## src/rtl/alu_operand_framer.sv

```systemverilog
// alu_operand_framer: assembles A/B/expected-parity nibble frames for the parity stage,
// pulses E for one cycle, then flags and counts mismatches against the returned parity.
module alu_operand_framer #(
    parameter int CNT_W = 8
) (
    input  logic             clk,
    input  logic             rst_n,
    input  logic [3:0]       din,
    input  logic             din_valid,
    output logic             din_ready,
    input  logic             abort,
    input  logic             clr_cnt,
    output logic [3:0]       a,
    output logic [3:0]       b,
    output logic             E,
    input  logic             ansA,
    input  logic             ansB,
    output logic             frame_done,
    output logic [1:0]       parity_err,
    output logic [CNT_W-1:0] err_count
);
    typedef enum logic [1:0] {S_A, S_B, S_P, S_EVAL} state_t;
    state_t     state, state_nx;
    logic [1:0] exp_par;
    logic [1:0] mis;
    logic       xfer;
    always_comb begin
        din_ready = state != S_EVAL;
        E         = state == S_EVAL;
        // abort wins over a same-cycle transfer, so the nibble is left on the bus
        xfer      = din_valid && din_ready && !abort;
        mis       = {ansA ^ exp_par[1], ansB ^ exp_par[0]};
        state_nx  = (E || abort) ? S_A : xfer ? state_t'(state + 2'd1) : state;
    end
    always_ff @(posedge clk or negedge rst_n) begin
        if (!rst_n) begin
            state      <= S_A;
            a          <= '0;
            b          <= '0;
            exp_par    <= '0;
            parity_err <= '0;
            frame_done <= 1'b0;
            err_count  <= '0;
        end else begin
            state      <= state_nx;
            frame_done <= E;
            if (xfer && state == S_A) a <= din;
            if (xfer && state == S_B) b <= din;
            if (abort && !E) exp_par <= '0;
            else if (xfer && state == S_P) exp_par <= din[1:0];
            if (E) parity_err <= mis;
            if (clr_cnt) err_count <= '0;
            else if (E && |mis && !(&err_count)) err_count <= err_count + 1'b1;
        end
    end
endmodule

```

## config.mk

```make
export PLATFORM = sky130hd
export DESIGN_NAME = alu_operand_framer
export DESIGN_NICKNAME = d
export VERILOG_FILES = /design/src/rtl/alu_operand_framer.sv
export SDC_FILE = /design/constraint.sdc
export NUM_CORES = 1
export LEC_CHECK = 0
export BUFFER_PORTS_ARGS = -buffer_cell sky130_fd_sc_hd__buf_2
export CAP_MARGIN = 20
export CELL_PAD_IN_SITES_DETAIL_PLACEMENT = 1
export CELL_PAD_IN_SITES_GLOBAL_PLACEMENT = 1
export CORE_UTILIZATION = 38
export DETAILED_ROUTE_END_ITERATION = 6
export MAX_ROUTING_LAYER = met4
export PLACE_DENSITY_LB_ADDON = 0.1
export SLEW_MARGIN = 0
export SYNTH_ARGS = -nofsm -noshare
export SYNTH_HDL_FRONTEND = slang
export SYNTH_SLANG_ARGS = --single-unit
```

## constraint.sdc

```tcl
create_clock -name clk -period 2.25 [get_ports clk]
set_input_delay 0.225 -clock clk [delete_from_list [all_inputs] [get_ports clk]]
set_output_delay 0.225 -clock clk [all_outputs]
set_load 0.02 [all_outputs]
```

==> results.txt, run 1 <==
----------------------------------------------------
[Run status]
  Result of the run ... completed

[Clock tree]
  Number of clock buffers inserted by TritonCTS ... 3
  Max H-tree Level ... 1
  Clock transition at path regs ... 120 ps
  Post-CTS Setup Repair Bufs ... 0
  CTS tree ... built
  Clock Root Buffer ... sky130_fd_sc_hd__clkbuf_4
  Clk sinks ... 23
  Buffers from clock root to sink, at most ... 2
  Hold-fix buffer count after cts ... 1
  Total of cells resized after clock tree synthesis ... 0
  Worst-skew pair later-pin latency ... 310 ps

[Global route]
  Overall track demand over capacity in global routing ... 17.0%
  Wire length of the first global-routing pass ... 4010 microns
  Antenna violations before repair ... 0
  Pin count of the biggest net entering global routing ... 24
  Global-route congestion overflow total ... 0
  Via count of the first global-routing pass ... 907

[Logic synthesis]
  Mean instance size in the synthesized netlist ... 11.1 sq um
  Post-synthesis adder-cell area fraction ... 6.94%
  Compound-Gate Fraction of Synth Area ... 8.80%
  Share of synthesized flip-flops with an asynchronous set or reset ... 100%
  Prevailing post-synth register cell ... sky130_fd_sc_hd__dfrtp_1
  Mapped Nets ... 114
  Area share of and/or/nand/nor cells after synthesis ... 16.1%
  Number of different library cells in the post-synthesis netlist ... 24
  Count of flip-flops with a built-in enable after synthesis ... 0
  Multiplexer area fraction after synthesis ... 9.26%
  Total of flip-flops plus latches after synthesis ... 23
  Synth Warn # ... 0
  Dominant combinational cell family by area after synthesis ... simple AND/OR/NAND/NOR gates
  Number of instances in the synthesized netlist ... 97
  Post-synthesis xor/xnor area fraction ... 3.24%
  Combined area of all synthesized cells ... 0.00108 sq mm
  Sequential area share after synthesis ... 53.2%

[Place]
  Buffers added on ports ... 31
  Estimated wirelength of the detail-placed design ... 1780 microns
  Cells after DPL ... 157
  Final weighted congestion in routability-driven placement ... 0.740

[Floorplan]
  Row count ... 18
  Die outline height ... 55.3 microns
  IO Pins ... 32
  Initial Util ... 41.7%
  Die Footprint ... 0.00306 sq mm
  Core Box Area ... 0.00259 sq mm
  DIE WIDTH ... 55.3 microns

[Final layout]
  Top library cells by usage in the layout, fill and taps aside ... 31 x sky130_fd_sc_hd__buf_2, 23 x sky130_fd_sc_hd__dfrtp_1, 9 x sky130_fd_sc_hd__a21oi_1, 9 x sky130_fd_sc_hd__nor2_1, 8 x sky130_fd_sc_hd__mux2_2
  Fill cells ... 298
  Ant diodes ... 0
  Fin nets ... 150
  Most common cell after layout, fill and taps aside ... sky130_fd_sc_hd__buf_2
  Signed area change from the synthesized netlist to the final layout ... 20.8%
  Post-route insts no fill ... 162
  Fraction of final layout cells sized beyond drive strength 1 ... 34.1%

[Setup path]
  Kind of start point of the critical path ... register
  Category of the critical setup timing path ... reg -> reg
  Slowest stage cell on the critical path ... sky130_fd_sc_hd__dfrtp_1
  CP cell instances ... ha_1 > nor3b_2 > and2_0 > mux2_2
  Largest fanout on the critical path ... 5
  Max incr delay on CP ... 460 ps
  Capturing element type of the critical path ... register
  Arrival @ worst endpoint ... 2050 ps
  Critical Path RT ... 2460 ps

[Route]
  Total DRC errors in the routed layout ... 0
  Router iterations before antenna repair ... 4
  Mean routed wirelength per cell ... 14.2 microns
  Number of nets with antenna violations after detailed routing ... 0
  Starting DRC count in detailed routing ... 19
  Via Count ... 843
  Mean number of vias per cell ... 5.20
  Total wirelength of the detailed-routed design ... 2310 microns

[Pwr]
  Leakage dissipation ... 0.629 nW
  Power density of the placed cells ... 706 mW/mm^2
  Peak VDD IR ... 0.532 mV

[Worst hold path]
  Path type of the worst min-delay path ... in -> reg

[STA]
  Fin crit period ... 1840 ps
  Number of hold-slack violations in the final timing report ... 0
  Number of pins exceeding their max-slew limit in the final report ... 0
  Setup repair after global routing missed its margin ... false
  Fmax achieved ... 544 MHz
  Headroom to the max-slew limit ... 63.1%
  Setup Viol. Count Final ... 0
  Transition time at the pin with the least slew margin ... 554 ps
  Skew final ... 4.20 ps
  Final worst path period share ... 81.6%
  Summed negative setup slack over all endpoints ... 0 ps

[Run]
  Max_cap viols ... 0

----------------------------------------------------
-- report_power, final --
group	leakage [nW]	switching (mW)	internal, mW
combinational	0.315	0.135	0.0925
sequential	0.299	0.0289	0.470
clock	0.0150	0.127	0.0693
-- sequential cells by signal, summed over array words and instances, names as in the netlist --
name / flops
b: 4
frame_done: 1
exp_par: 2
a: 4
err_count: 8
parity_err: 2
state: 2
-- cell type report --
cell class	count	area [sq um]	area share, %
timing repair buffer	33	173	13.2
sequential	23	576	44.1
multi-input combinational	68	479	36.7
clock buffer	4	26.3	2.01
inverter	4	15.0	1.15
tap	30	37.5	2.87
-- synth_stat cells, types with 3 or more instances --
master	instances	area share (%)
sky130_fd_sc_hd__o21ai_0	4	1.9
sky130_fd_sc_hd__xor2_1	3	2.4
sky130_fd_sc_hd__ha_1	6	6.9
sky130_fd_sc_hd__nor2_1	9	3.1
sky130_fd_sc_hd__or3_1	4	2.3
sky130_fd_sc_hd__nand3_1	5	2.3
sky130_fd_sc_hd__a21oi_1	9	4.2
sky130_fd_sc_hd__inv_1	4	1.4
sky130_fd_sc_hd__dfrtp_1	23	53
sky130_fd_sc_hd__nand2_1	5	1.7
sky130_fd_sc_hd__mux2_2	8	8.3
-- path summary, 6_finish.rpt --
check / startpoint / endpoint / slack (ps) / cells past startpoint
min in group asynchronous: rst_n / err_count[2] / 400 / 2
setup reg to reg: state[0] / b[1] / 410 / 4
hold / removal: abort / state[1] / 110 / 2
hold reg to reg: parity_err[1] / parity_err[1] / 520 / 2
setup / recovery: state[0] / b[1] / 410 / 4
max in group asynchronous: rst_n / a[2] / 1510 / 2
-- per-layer routing --
metal	share of wire (%)	vias to the layer above	GRT usage, %
met1	43	411	19.0
met5	0	-	-
met2	52	20	29.3
li1	-	410	-
met3	3.9	2	4.92
met4	0.91	0	5.00
-- kinds of logic (layout without fill, tap and decap cells) --
group,Yosys count,in the layout
DFF,23,23
and+or+nand+nor,33,33
AOI/OAI and AO/OA,16,16
adders and majority gates,6,6
buffers and inverters,6,41
muxes,9,9
xor gates and xnor gates,4,4
-- stage by stage --
step	hold WS, ps	worst slack, ps	cell area [sq um]	total power [mW]	util [%]
after floorplan	-70.6	469	1080	0.646	-
after global placement	228	474	1270	0.731	49.0
after detailed placement	231	431	1270	0.740	49.0
after CTS	108	399	1310	0.936	50.4
after global routing	117	302	1310	0.971	50.4
final	113	413	1310	0.923	50.4
-- critical path, delay by kind of cell, from the launching register on --
kind                       cells  cell delay [ps]
adders and majority gates      1              290
and+or+nand+nor                2              620
muxes                          1              370
DFF                            1              460
Note: power is estimated with default switching activity, not from simulation.
==> inputs of run 2 (changes only) <==
==> constraint.sdc (replaced) <==
create_clock -name clk -period 1.8 [get_ports clk]
set_input_delay 0.18 -clock clk [delete_from_list [all_inputs] [get_ports clk]]
set_output_delay 0.18 -clock clk [all_outputs]
set_load 0.02 [all_outputs]
==> results.txt, run 2 (synthesis gave the netlist of run 1 again) <==
----------------------------------------------------
[Run status]
  Result of the run ... completed

[Clock tree]
  Number of clock buffers inserted by TritonCTS ... 3 (unchanged)
  Worst-skew pair later-pin latency ... 320 ps (about the same)
  CTS tree ... built
  Clock transition at path regs ... 130 ps (about the same)
  Post-CTS Setup Repair Bufs ... 0 (unchanged)
  Buffers from clock root to sink, at most ... 2 (unchanged)
  Clk sinks ... 23 (unchanged)
  Clock Root Buffer ... sky130_fd_sc_hd__clkbuf_4
  Max H-tree Level ... 1 (unchanged)

[Pwr]
  Leakage dissipation ... 0.651 nW (+3.4%)
  Peak VDD IR ... 0.549 mV (+3.1%)
  Power density of the placed cells ... 859 mW/mm^2 (+22%)
  Part of the total power dissipated in sequential elements ... 53.6% (-0.5 points)
  Proportion of total power due to net switching ... 32.0% (+0.48 points)
  Pint ... 789 uW (+25%)
  Switching Power ... 371 uW (+28%)
  Clock network fraction of total power ... 21.5% (+0.2 points)
  Total power after layout ... 1.16 mW (+26%)
  Share of total power in combinational logic ... 24.9% (+0.2 points)

[Final layout]
  Signed area change from the synthesized netlist to the final layout ... 25.0%
  Register with the most flip-flops ... err_count
  Most common cell after layout, fill and taps aside ... sky130_fd_sc_hd__buf_2
  Fin nets ... 154 (+2.7%)
  Largest registers ... err_count x8, a x4, b x4
  Number of flip-flops under the largest register name ... 8 (unchanged)
  Ant diodes ... 0 (unchanged)
  Design area ... 0.00135 sq mm (+3.4%)
  Fill cells ... 313 (+5.0%)
  Fraction of final layout cells sized beyond drive strength 1 ... 37.5% (+3.4 points)
  Top library cells by usage in the layout, fill and taps aside ... 31 x sky130_fd_sc_hd__buf_2, 23 x sky130_fd_sc_hd__dfrtp_1, 9 x sky130_fd_sc_hd__a21oi_1, 9 x sky130_fd_sc_hd__nor2_1, 8 x sky130_fd_sc_hd__mux2_2

[Setup path]
  Capturing element type of the critical path ... register
  Kind of start point of the critical path ... register
  Arrival @ worst endpoint ... 1880 ps (-170 ps)
  Largest fanout on the critical path ... 4 (-1)
  Category of the critical setup timing path ... reg -> reg
  Critical Path RT ... 2010 ps (-450 ps)

[Route]
  Number of nets with antenna violations after detailed routing ... 0 (unchanged)
  Via Count ... 869 (+3.1%)
  Mean routed wirelength per cell ... 13.9 microns (-2.2%)
  Detailed-route wire length on metal 1 ... 995 microns (+0.10%)
  Router iterations before antenna repair ... 4 (unchanged)
  Starting DRC count in detailed routing ... 15 (-4)
  DR WL met2 ... 1220 microns (+1.8%)
  Top sig layer ... met4
  Mean number of vias per cell ... 5.23 (+0.60%)
  Met3 wire length ... 86 microns (-5.5%)
  Total wirelength of the detailed-routed design ... 2310 microns (+0.17%)
  Total DRC errors in the routed layout ... 0 (unchanged)

[Global route]
  Via count of the first global-routing pass ... 934 (+3.0%)
  Wire length of the first global-routing pass ... 4130 microns (+3.1%)
  Pin count of the biggest net entering global routing ... 24 (unchanged)
  Global-route congestion overflow total ... 0 (unchanged)
  Antenna violations before repair ... 0 (unchanged)
  Overall track demand over capacity in global routing ... 17.2% (+0.27 points)

[Floorplan]
  Die outline height ... 55.3 microns (unchanged)
  Row count ... 18 (unchanged)
  DIE WIDTH ... 55.3 microns (unchanged)
  IO Pins ... 32 (unchanged)
  Core Box Area ... 0.00259 sq mm (unchanged)
  Initial Util ... 41.7% (unchanged)
  Die Footprint ... 0.00306 sq mm (unchanged)

[STA]
  Fmax achieved ... 602 MHz (+11%)
  Setup repair after global routing missed its margin ... false
  Transition time at the pin with the least slew margin ... 525 ps (-28.9 ps)
  Setup Viol. Count Final ... 0 (unchanged)
  PnR worst setup slack ... 138 ps (-275 ps)
  Number of hold-slack violations in the final timing report ... 0 (unchanged)
  Final worst path period share ... 92.3% (+11 points)
  Tightest hold margin ... 71.2 ps (-41.3 ps)
  Headroom to the max-slew limit ... 65.0% (+1.9 points)
  Fin crit period ... 1660 ps (-175 ps)
  Summed negative setup slack over all endpoints ... 0 ps (unchanged)
  Number of pins exceeding their max-slew limit in the final report ... 0 (unchanged)
  Skew final ... 8.11 ps (+3.91 ps)

[Worst hold path]
  Path type of the worst min-delay path ... in -> reg

[Run]
  Max_cap viols ... 0 (unchanged)

[Place]
  Estimated wirelength of the detail-placed design ... 1780 microns (-0.48%)
  DP Worst Slack ... 89.9 ps (-341 ps)
  DP Area ... 0.00130 sq mm (+2.4%)
  Final weighted congestion in routability-driven placement ... 0.754 (+2.0%)
  Buffers added on ports ... 31 (unchanged)

----------------------------------------------------
-- run 2: cell count changes in the layout (fill, tap and decap cells not counted) --
cell	previous run	this run
sky130_fd_sc_hd__clkinv_2	0	1
sky130_fd_sc_hd__o221ai_4	0	1
sky130_fd_sc_hd__and2_1	0	1
sky130_fd_sc_hd__ha_1	6	5
sky130_fd_sc_hd__ha_2	0	1
sky130_fd_sc_hd__o221ai_2	1	0
sky130_fd_sc_hd__clkbuf_1	1	0
sky130_fd_sc_hd__and2_0	2	1
sky130_fd_sc_hd__buf_4	1	5
-- run 2: power by group through the flow --
stage / combinational (mW) / clock, mW / sequential (mW)
3_5_place_dp: 0.292 / 0 / 0.634
2_1_floorplan: 0.0857 / 0 / 0.721
3_3_place_gp: 0.286 / 0 / 0.633
4_1_cts: 0.293 / 0.260 / 0.625
6_report: 0.289 / 0.250 / 0.622
5_1_grt: 0.316 / 0.275 / 0.635
-- run 2: worst max-delay path, stage by stage, from the launching register on --
cell and delay (ps):
sky130_fd_sc_hd__dfrtp_1 440, sky130_fd_sc_hd__ha_1 220, sky130_fd_sc_hd__nor3b_2 240, sky130_fd_sc_hd__and2_0 300, sky130_fd_sc_hd__mux2_2 370
-- run 2: per-stage QoR --
stage                     util, %  cells
after floorplan                 -     97
after global placement       50.2    161
after detailed placement     50.2    161
after CTS                    51.6    166
after global routing         52.2    166
final                        52.2    166
-- run 2: cell type report --
class / count / area, sq um / area share [%]
inverters: 4 / 15.0 / 1.11
repair buffers: 37 / 203 / 15.0
flip-flops and latches: 23 / 576 / 42.6
multi-input cells: 68 / 493 / 36.5
clock buffers: 3 / 22.5 / 1.67
clock inverters: 1 / 5.00 / 0.370
well taps: 30 / 37.5 / 2.78
-- run 2: per-layer routing --
layer	GRT usage [%]	vias to the layer above
li1	-	419
met1	18.8	429
met2	31.8	19
met3	4.22	2
met4	3.21	0
met5	-	-
-- run 2: final timing paths --
path                       slack [ps]  depth (start not counted)     start           end
setup / recovery                  140                          4  state[1]          a[0]
hold / removal                     70                          2     abort      state[0]
setup reg to reg                  140                          4  state[1]          a[0]
hold reg to reg                   520                          1      b[2]          b[2]
max in group asynchronous        1090                          2     rst_n          b[2]
min in group asynchronous         350                          2     rst_n  err_count[4]
-- run 2: what timing repair did --
item / CTS / global route
hold buffers: 1 / 0
hold endpoints to repair: 23 / 0
resized for setup: 0 / 3
setup endpoints to repair: 0 / 7
